### src/rtl/axis_burst_packetizer_pkg.sv
// Shared definitions for the AXI-Stream burst packetizer: FSM states and sizing helpers.
package axis_burst_packetizer_pkg;

  // Burst controller states: wait for enable, wait for enough data, move one burst.
  typedef enum logic [1:0] {
    IDLE   = 2'd0,
    ARM    = 2'd1,
    STREAM = 2'd2
  } state_t;

  localparam int BEATS_W = 16;
  localparam int CNT_W   = 32;

  // Timeout counter width; keeps at least one bit when the timeout is disabled.
  function automatic int tmo_width(input int cycles);
    return (cycles > 0) ? $clog2(cycles + 1) : 1;
  endfunction

endpackage

### src/rtl/axis_burst_packetizer_out_reg.sv
// One-entry registered AXI-Stream output stage. The upstream logic only loads it
// when it is empty or draining, so a held beat is never overwritten.
module axis_burst_packetizer_out_reg #(
  parameter int TDATA_WIDTH = 128
) (
  input  logic                   clk_i,
  input  logic                   rst_i,
  input  logic                   load_i,
  input  logic [TDATA_WIDTH-1:0] data_i,
  input  logic                   last_i,
  input  logic                   ready_i,
  output logic                   valid_o,
  output logic [TDATA_WIDTH-1:0] data_o,
  output logic                   last_o
);

  logic                   valid_q, valid_d;
  logic [TDATA_WIDTH-1:0] data_q, data_d;
  logic                   last_q, last_d;

  // Load a new beat, or retire the held one once the consumer accepts it.
  always_comb begin
    valid_d = valid_q;
    data_d  = data_q;
    last_d  = last_q;
    if (load_i) begin
      valid_d = 1'b1;
      data_d  = data_i;
      last_d  = last_i;
    end else if (ready_i) begin
      valid_d = 1'b0;
    end
  end

  // Output register; reset drops any held beat and clears the visible data.
  always_ff @(posedge clk_i) begin
    if (rst_i) begin
      valid_q <= 1'b0;
      data_q  <= '0;
      last_q  <= 1'b0;
    end else begin
      valid_q <= valid_d;
      data_q  <= data_d;
      last_q  <= last_d;
    end
  end

  assign valid_o = valid_q;
  assign data_o  = data_q;
  assign last_o  = last_q;

endmodule

### src/rtl/axis_burst_packetizer.sv
// Drains an AXI-Stream FIFO in fixed-length bursts and tags the final beat with TLAST.
// A burst only starts once the FIFO holds a full burst; leftovers go out as a short
// burst after an idle timeout or an explicit flush.
module axis_burst_packetizer
  import axis_burst_packetizer_pkg::*;
#(
  parameter int TDATA_WIDTH    = 128,
  parameter int BURST_LEN      = 16,
  parameter int TIMEOUT_CYCLES = 1024
) (
  input  logic                   aclk,
  input  logic                   reset,
  input  logic                   enable,
  input  logic                   flush,
  input  logic [TDATA_WIDTH-1:0] S_AXIS_TDATA,
  input  logic                   S_AXIS_TVALID,
  output logic                   S_AXIS_TREADY,
  input  logic [31:0]            fifo_count,
  output logic [TDATA_WIDTH-1:0] M_AXIS_TDATA,
  output logic                   M_AXIS_TVALID,
  input  logic                   M_AXIS_TREADY,
  output logic                   M_AXIS_TLAST,
  output logic                   busy,
  output logic [31:0]            burst_count,
  output logic [31:0]            short_burst_count
);

  localparam int                 TMO_W       = tmo_width(TIMEOUT_CYCLES);
  localparam bit                 TMO_EN      = (TIMEOUT_CYCLES != 0);
  localparam logic [TMO_W-1:0]   TMO_LAST    = TMO_W'(TIMEOUT_CYCLES - 1);
  localparam logic [31:0]        BURST_LEN_C = 32'(BURST_LEN);
  localparam logic [BEATS_W-1:0] BURST_LEN_B = BEATS_W'(BURST_LEN);

  state_t             state_q, state_d;
  logic [BEATS_W-1:0] beats_left_q, beats_left_d;
  logic               is_short_q, is_short_d;
  logic               flush_pend_q, flush_pend_d;
  logic [TMO_W-1:0]   tmo_cnt_q, tmo_cnt_d;
  logic [CNT_W-1:0]   burst_cnt_q, burst_cnt_d;
  logic [CNT_W-1:0]   short_cnt_q, short_cnt_d;

  logic m_valid, m_last, s_ready, in_hs, last_hs;
  logic full_ok, partial, short_ok;

  // Handshake and start conditions derived from the current state and FIFO level.
  always_comb begin
    s_ready  = (state_q == STREAM) && (beats_left_q != '0) && (!m_valid || M_AXIS_TREADY);
    in_hs    = s_ready && S_AXIS_TVALID;
    last_hs  = m_valid && M_AXIS_TREADY && m_last;
    full_ok  = (fifo_count >= BURST_LEN_C);
    partial  = (fifo_count != 32'd0) && !full_ok;
    short_ok = (fifo_count != 32'd0) &&
               (flush_pend_q || (TMO_EN && (tmo_cnt_q == TMO_LAST)));
  end

  // Burst FSM next state, beat budget, flush/timeout bookkeeping and counters.
  always_comb begin
    state_d      = state_q;
    beats_left_d = beats_left_q;
    is_short_d   = is_short_q;
    flush_pend_d = flush_pend_q | flush;
    tmo_cnt_d    = '0;
    burst_cnt_d  = burst_cnt_q + (last_hs ? 32'd1 : 32'd0);
    short_cnt_d  = short_cnt_q + ((last_hs && is_short_q) ? 32'd1 : 32'd0);
    unique case (state_q)
      IDLE: begin
        if (enable) state_d = ARM;
      end
      ARM: begin
        if (full_ok) begin
          // A full burst wins over a pending flush; the flush stays pending.
          state_d      = STREAM;
          beats_left_d = BURST_LEN_B;
          is_short_d   = 1'b0;
        end else if (short_ok) begin
          state_d      = STREAM;
          beats_left_d = fifo_count[BEATS_W-1:0];
          is_short_d   = 1'b1;
          flush_pend_d = 1'b0;
        end else begin
          // Nothing left to flush once the FIFO is empty.
          if (fifo_count == 32'd0) flush_pend_d = flush;
          if (partial && TMO_EN) tmo_cnt_d = tmo_cnt_q + TMO_W'(1);
          if (!enable) state_d = IDLE;
        end
      end
      STREAM: begin
        if (in_hs) beats_left_d = beats_left_q - BEATS_W'(1);
        if (last_hs) state_d = IDLE;
      end
      default: state_d = IDLE;
    endcase
  end

  // Control state; a reset abandons any partial burst without emitting TLAST.
  always_ff @(posedge aclk) begin
    if (reset) begin
      state_q      <= IDLE;
      beats_left_q <= '0;
      is_short_q   <= 1'b0;
      flush_pend_q <= 1'b0;
      tmo_cnt_q    <= '0;
      burst_cnt_q  <= '0;
      short_cnt_q  <= '0;
    end else begin
      state_q      <= state_d;
      beats_left_q <= beats_left_d;
      is_short_q   <= is_short_d;
      flush_pend_q <= flush_pend_d;
      tmo_cnt_q    <= tmo_cnt_d;
      burst_cnt_q  <= burst_cnt_d;
      short_cnt_q  <= short_cnt_d;
    end
  end

  axis_burst_packetizer_out_reg #(
    .TDATA_WIDTH(TDATA_WIDTH)
  ) u_out_reg (
    .clk_i  (aclk),
    .rst_i  (reset),
    .load_i (in_hs),
    .data_i (S_AXIS_TDATA),
    .last_i (beats_left_q == BEATS_W'(1)),
    .ready_i(M_AXIS_TREADY),
    .valid_o(m_valid),
    .data_o (M_AXIS_TDATA),
    .last_o (m_last)
  );

  assign S_AXIS_TREADY     = s_ready;
  assign M_AXIS_TVALID     = m_valid;
  assign M_AXIS_TLAST      = m_last;
  assign busy              = (state_q != IDLE);
  assign burst_count       = burst_cnt_q;
  assign short_burst_count = short_cnt_q;

endmodule

### config.mk
export PLATFORM = sky130hd
export DESIGN_NAME = axis_burst_packetizer
export DESIGN_NICKNAME = d
export VERILOG_FILES = /design/src/rtl/axis_burst_packetizer_pkg.sv /design/src/rtl/axis_burst_packetizer_out_reg.sv /design/src/rtl/axis_burst_packetizer.sv
export SDC_FILE = /design/constraint.sdc
export NUM_CORES = 1
export LEC_CHECK = 0
export CAP_MARGIN = 20
export CORE_MARGIN = 8
export CORE_UTILIZATION = 45
export CTS_CLUSTER_DIAMETER = 60
export DETAILED_ROUTE_END_ITERATION = 16
export PLACE_DENSITY_LB_ADDON = 0.3
export SYNTH_ARGS = -nofsm -noshare
export SYNTH_HDL_FRONTEND = slang
export SYNTH_SLANG_ARGS = --single-unit
### constraint.sdc
create_clock -name aclk -period 4.8 [get_ports aclk]
set_clock_uncertainty 0.15 [all_clocks]
set_input_delay 1.44 -clock aclk [delete_from_list [all_inputs] [get_ports aclk]]
set_output_delay 1.44 -clock aclk [all_outputs]
set_load 0.1 [all_outputs]
==> results by group, run 1 <==
Outcome
  – Status: finished, final reports clean

Layout
  – Area delta synth->final: 50.5%
  – # fillers: 1664
  – Register area: 4500 sq um
  – Nets: 1606
  – Layout cells sized above 1: 0.0511
  – Footprint of the multi-input gates: 4220 sq um

Power
  – Lkg Pwr: 0.00458 uW
  – Power per cell area: 320 nW/um^2
  – Worst vdd ir: 257 uV

Worst setup path
  – Startpoint types: primary input
  – Crit-path max FO: 3
  – CP required: 3.21 ns
  – Setup CP Type: primary input to primary output
  – R2R depth: 9
  – Crit path capture type: primary output
  – Slowest library cell on the worst path: clkdlybuf4s50_1
  – CP peak stage delay: 0.47 ns
  – Worst Path Arrival: 2.42 ns
  – CP cell instances: clkdlybuf4s50_1 > nand2b_1 > and3_1 > buf_12

Floorplan
  – Die Span Y: 158 microns
  – Starting density of the core: 0.454
  – Area of the core: 20000 sq um
  – Die area: 24900 sq um
  – Die X: 158 microns
  – Rows: 52
  – I/O pin count: 362

Synth
  – Sequential area share after synthesis: 0.497
  – Syn Nets: 1271
  – EDFF count, synth: 0
  – Synthesized area per cell: 8.26 sq um
  – Synthesized area: 9060 sq um
  – Seq cells post-synth: 225
  – Ys flop type: dfxtp_1
  – Syn Inst Count: 1097
  – Fraction of registers with async set/reset: 0
  – YS warnings: 0
  – Synth cell types: 60

Route
  – Pre-antenna DRT Iters: 5
  – DR vias: 8888
  – WL final: 30200 microns
  – DR DRC count: 0
  – 1st-iter DRT viols: 641
  – DR WL/cell: 17.6 microns
  – Via density: 5.17
  – Detail Route Antenna Nets: 0

Clocking
  – Clock sink total: 225
  – Htree depth: 1
  – CTS Hold Bufs: 0
  – CTS tree: yes
  – Post-CTS Resized: 0
  – Worst-case clock buffer depth: 3
  – Post-CTS setup buffer count: 0
  – Worst-path clk slew: 0.06 ns
  – Num CTS Buffers: 25
  – Root Buffer: clkbuf_16
  – Skew-Pair Late Insertion Delay: 0.51 ns

Timing
  – Slew HR: 0.236
  – Fin Setup TNS: 0 ns
  – WHS: 0.301 ns
  – Fmax: 0.249 GHz
  – Count of final setup violators: 0
  – Fin. max-slew vios: 0
  – Period utilization: 0.836
  – Worst-margin pin slew: 1.14 ns
  – Unrepaired setup endpoints after global routing: false
  – Post-route minimum period: 4.01 ns
  – Final Hold Vio Count: 0

Global routing
  – Total congestion overflow: 0
  – Number of global-route vias before repair: 8524
  – Total GRT Usage: 0.227
  – First-pass GRT wire length: 45500 microns
  – Initial antenna violation count: 1
  – Largest net degree at the start of global routing: 94

Placement
  – Detailed placer's ending HPWL: 22200 microns
  – Gpl congestion: 0.853
  – PortBufs: 361

Min path
  – Worst Hold Class: flop to flop
  – Hold Path Stages: 2

Run
  – Max cap viols: 0
==> critical path: cells and delay by family <==
family / cells / cell delay, ns
AND/OR/NAND/NOR: 2 / 0.33
buffers and inverters: 2 / 0.65
==> cell type report <==
class / instances / area share
inverters: 13 / 0.00358
diodes: 1 / 0.000184
flip-flops and latches: 225 / 0.330
multi-input cells: 797 / 0.310
clock buffers: 38 / 0.0531
repair buffers: 370 / 0.274
clock inverters: 6 / 0.00477
well taps: 270 / 0.0248
==> kinds of logic after synthesis <==
| family | share of synthesized area |
|---|---|
| and+or+nand+nor | 0.271 |
| buffers and inverters | 0.0377 |
| AOI/OAI and AO/OA | 0.129 |
| adders and majority gates | 0.0110 |
| xor gates and xnor gates | 0.0541 |
| DFF | 0.497 |
==> sequential cells by signal, summed over array words and instances (netlist names) <==
name,cells
short_burst_count,32
beats_left_q,16
u_out_reg.valid_o,1
burst_count,32
tmo_cnt_q,11
state_q,2
flush_pend_q,1
u_out_reg.last_o,1
is_short_q,1
u_out_reg.data_o,128
==> power by group <==
group,total [uW],internal [uW],switching (uW)
Combinational,592,221,371
Sequential,1920,1900,22.2
Clock,1840,1090,751
Total,4360,3210,1140
==> metrics by stage <==
stage	instances	area (sq um)	total power (uW)	setup slack, ns	utilization
after floorplan	1097	9060	2320	0.859	-
after global routing	1720	13600	4530	0.727	0.683
after CTS	1719	13600	4400	0.780	0.683
after global placement	1675	12800	2550	0.461	0.643
after detailed placement	1675	12800	2560	0.420	0.643
final	1720	13600	4360	0.787	0.683
==> worst paths after layout <==
check,start,to,slack [ns]
worst min register to register,u_out_reg.data_o[35],u_out_reg.data_o[35],0.30
worst max-delay path,M_AXIS_TREADY,S_AXIS_TREADY,0.79
worst max register to register,u_out_reg.last_o,short_burst_count[30],1.97
worst min-delay path,u_out_reg.data_o[35],u_out_reg.data_o[35],0.30
==> synth_stat cells (3+ instances only) <==
| master | number | area [sq um] |
|---|---|---|
| nand3_1 | 36 | 180 |
| nor3_1 | 15 | 75.1 |
| and3_1 | 9 | 56.3 |
| and4_1 | 7 | 61.3 |
| or3_1 | 17 | 106 |
| xnor2_1 | 32 | 280 |
| o21ai_0 | 13 | 65.1 |
| ha_1 | 8 | 100 |
| a311oi_2 | 4 | 60.1 |
| dfxtp_1 | 225 | 4500 |
| xor2_1 | 24 | 210 |
| nand4b_1 | 3 | 26.3 |
| nor2b_1 | 4 | 25.0 |
| clkbuf_1 | 43 | 161 |
| inv_1 | 13 | 48.8 |
| nand4_2 | 4 | 50.1 |
| a31oi_1 | 7 | 43.8 |
| a311oi_1 | 3 | 26.3 |
| nand2_1 | 294 | 1100 |
| nor2_1 | 80 | 300 |
| buf_6 | 3 | 33.8 |
| or4_1 | 3 | 22.5 |
| nand4_1 | 13 | 81.3 |
| a21oi_1 | 153 | 766 |
| nor4_1 | 21 | 131 |
| nand2b_1 | 3 | 18.8 |
| buf_2 | 14 | 70.1 |
| and2_1 | 4 | 25.0 |
==> cells in the final DEF (no fill, tap or decap), types with 13 or more instances in the layout <==
master	instances
nand3_1	36
nor3_1	15
nand4_1	13
nand2_1	294
or3_1	17
o21ai_0	13
a21oi_1	153
clkdlybuf4s50_1	359
nor4_1	21
xnor2_1	32
nor2_1	80
clkbuf_16	25
dfxtp_1	225
inv_1	13
xor2_1	24
==> per-layer routing <==
layer / track usage / part of all wire
met4: 0.0952 / 0.036
met1: 0.262 / 0.39
met5: 0 / 0
met2: 0.396 / 0.50
met3: 0.0530 / 0.074
Power figures use the tool's default switching activity.
==> inputs of run 2 (changes only) <==
- CORE_UTILIZATION: 45 -> 44
- clock period: 4.8 -> 3.85 ns (I/O delays scaled with it)
==> results by group, run 2 (synthesis results as in run 1) <==
Outcome
  – Status: finished, final reports clean

Run
  – Max cap viols: 0

Clocking
  – Root Buffer: clkbuf_16
  – Htree depth: 1
  – CTS tree: yes
  – Post-CTS setup buffer count: 0
  – Worst-case clock buffer depth: 3
  – Num CTS Buffers: 26
  – Post-CTS Resized: 0
  – Worst-path clk slew: 0.06 ns
  – CTS Hold Bufs: 0
  – Clock sink total: 225
  – Skew-Pair Late Insertion Delay: 0.51 ns

Timing
  – Final Hold Vio Count: 0
  – Unrepaired setup endpoints after global routing: false
  – Fin Setup TNS: 0 ns
  – Fmax: 0.289 GHz
  – Slew HR: 0.636
  – Count of final setup violators: 0
  – Post-route minimum period: 3.47 ns
  – Period utilization: 0.900
  – Worst-margin pin slew: 0.542 ns
  – Fin. max-slew vios: 0

Route
  – DR vias: 8903
  – Pre-antenna DRT Iters: 6
  – WL final: 29800 microns
  – Via density: 5.13
  – DR DRC count: 0
  – Detail Route Antenna Nets: 0
  – DR WL/cell: 17.2 microns
  – 1st-iter DRT viols: 675

Floorplan
  – I/O pin count: 362
  – Die X: 160 microns
  – Rows: 52
  – Die area: 25400 sq um
  – Starting density of the core: 0.448
  – Die Span Y: 160 microns
  – Area of the core: 20200 sq um

Layout
  – Nets: 1622
  – Most common cell after layout, fill and taps aside: nand2_1
  – Max reg flops: 128
  – Post-Layout Cell Count: 1735
  – Post-layout util: 0.658
  – Commonest non-fill, non-tap cells in the layout: 294 x nand2_1, 225 x dfxtp_1, 214 x buf_4
  – # fillers: 1712
  – Post-route cell area: 13300 sq um
  – Layout cells sized above 1: 0.197
  – Area delta synth->final: 46.9%
  – Diodes inserted: 0

Worst setup path
  – CP cell instances: clkdlybuf4s50_1 > nand2b_1 > and3_1 > buf_12
  – Crit-path max FO: 3
  – R2R depth: 10
  – CP required: 2.54 ns
  – Worst Path Arrival: 2.16 ns
  – Startpoint types: primary input
  – Slowest library cell on the worst path: clkdlybuf4s50_1
  – Crit path capture type: primary output
  – Setup CP Type: primary input to primary output
  – CP peak stage delay: 0.47 ns

Global routing
  – Largest net degree at the start of global routing: 80
  – First-pass GRT wire length: 47000 microns
  – Number of global-route vias before repair: 8594
  – Initial antenna violation count: 0
  – Total GRT Usage: 0.224
  – Total congestion overflow: 0

Placement
  – PortBufs: 361
  – Gpl congestion: 0.846
  – Detailed placer's ending HPWL: 21900 microns
  – Number of instances in the placed design: 1690
  – Dpl cell area: 12500 sq um

Power
  – Worst vdd ir: 348 uV
  – Comb power frac: 0.134
  – Lkg Pwr: 0.00508 uW
  – Tot Pwr: 5500 uW
  – Clk pwr share: 0.430
  – Sequential share of power: 0.436
  – Switch Pwr: 1460 uW
  – Switching share of power: 0.265
  – Power per cell area: 413 nW/um^2
  – Int Pwr: 4040 uW

Min path
  – Worst Hold Class: flop to flop
  – Hold Path Stages: 2
==> run 2: changes by cell type in the layout (fill, tap and decap cells not counted), sizes merged <==
cell           previous run  this run
buf                      11       221
clkbuf                   38        35
diode                     1         0
clkdlybuf4s50           359       164
clkinv                    3         5
clkinvlp                  1         3
==> run 2: path summary, 6_finish.rpt <==
path	start	endpoint	slack [ns]
max reg2reg	u_out_reg.last_o	short_burst_count[22]	1.21
min reg2reg	u_out_reg.data_o[110]	u_out_reg.data_o[110]	0.30
max	M_AXIS_TREADY	S_AXIS_TREADY	0.38
min	u_out_reg.data_o[110]	u_out_reg.data_o[110]	0.30
==> run 2: worst max-delay path, delay by kind of cell <==
kind / cells / cell delay (ns)
buf+inv: 2 / 0.65
simple gates: 2 / 0.35
==> run 2: through the flow <==
step / hold WS, ns / setup WS, ns
detailed placement: 0.297 / -0.0796
CTS: 0.304 / 0.376
global route: 0.317 / 0.261
floorplan: 0.280 / 0.376
finish: 0.303 / 0.384
global placement: 0.292 / -0.0377
==> run 2: layout make-up <==
cell class              count  area (sq um)  share of cell area
multi-input cells         797          4220               0.317
inverters                  13          48.8             0.00366
well taps                 270           338              0.0254
clock inverters            10          86.3             0.00648
clock buffers              35           736              0.0552
flip-flops and latches    225          4500               0.338
repair buffers            385          3380               0.254
==> run 2: metal layers <==
| layer | GRT usage | part of all wire | up-vias | routed length [microns] |
|---|---|---|---|---|
| met5 | 0 | 0 | - | 0 |
| met4 | 0.0858 | 0.038 | 0 | 1130 |
| met3 | 0.0517 | 0.066 | 62 | 1970 |
| met2 | 0.386 | 0.49 | 310 | 14600 |
| met1 | 0.264 | 0.41 | 4104 | 12100 |
| li1 | - | - | 4427 | - |
==> run 2: power by group through the flow <==
| stage | combinational (uW) | sequential, uW | clock [uW] |
|---|---|---|---|
| after floorplan | 217 | 2670 | 0 |
| final | 738 | 2400 | 2370 |
| after global placement | 730 | 2450 | 0 |
| after CTS | 738 | 2400 | 2410 |
| after global routing | 780 | 2400 | 2520 |
| after detailed placement | 736 | 2450 | 0 |
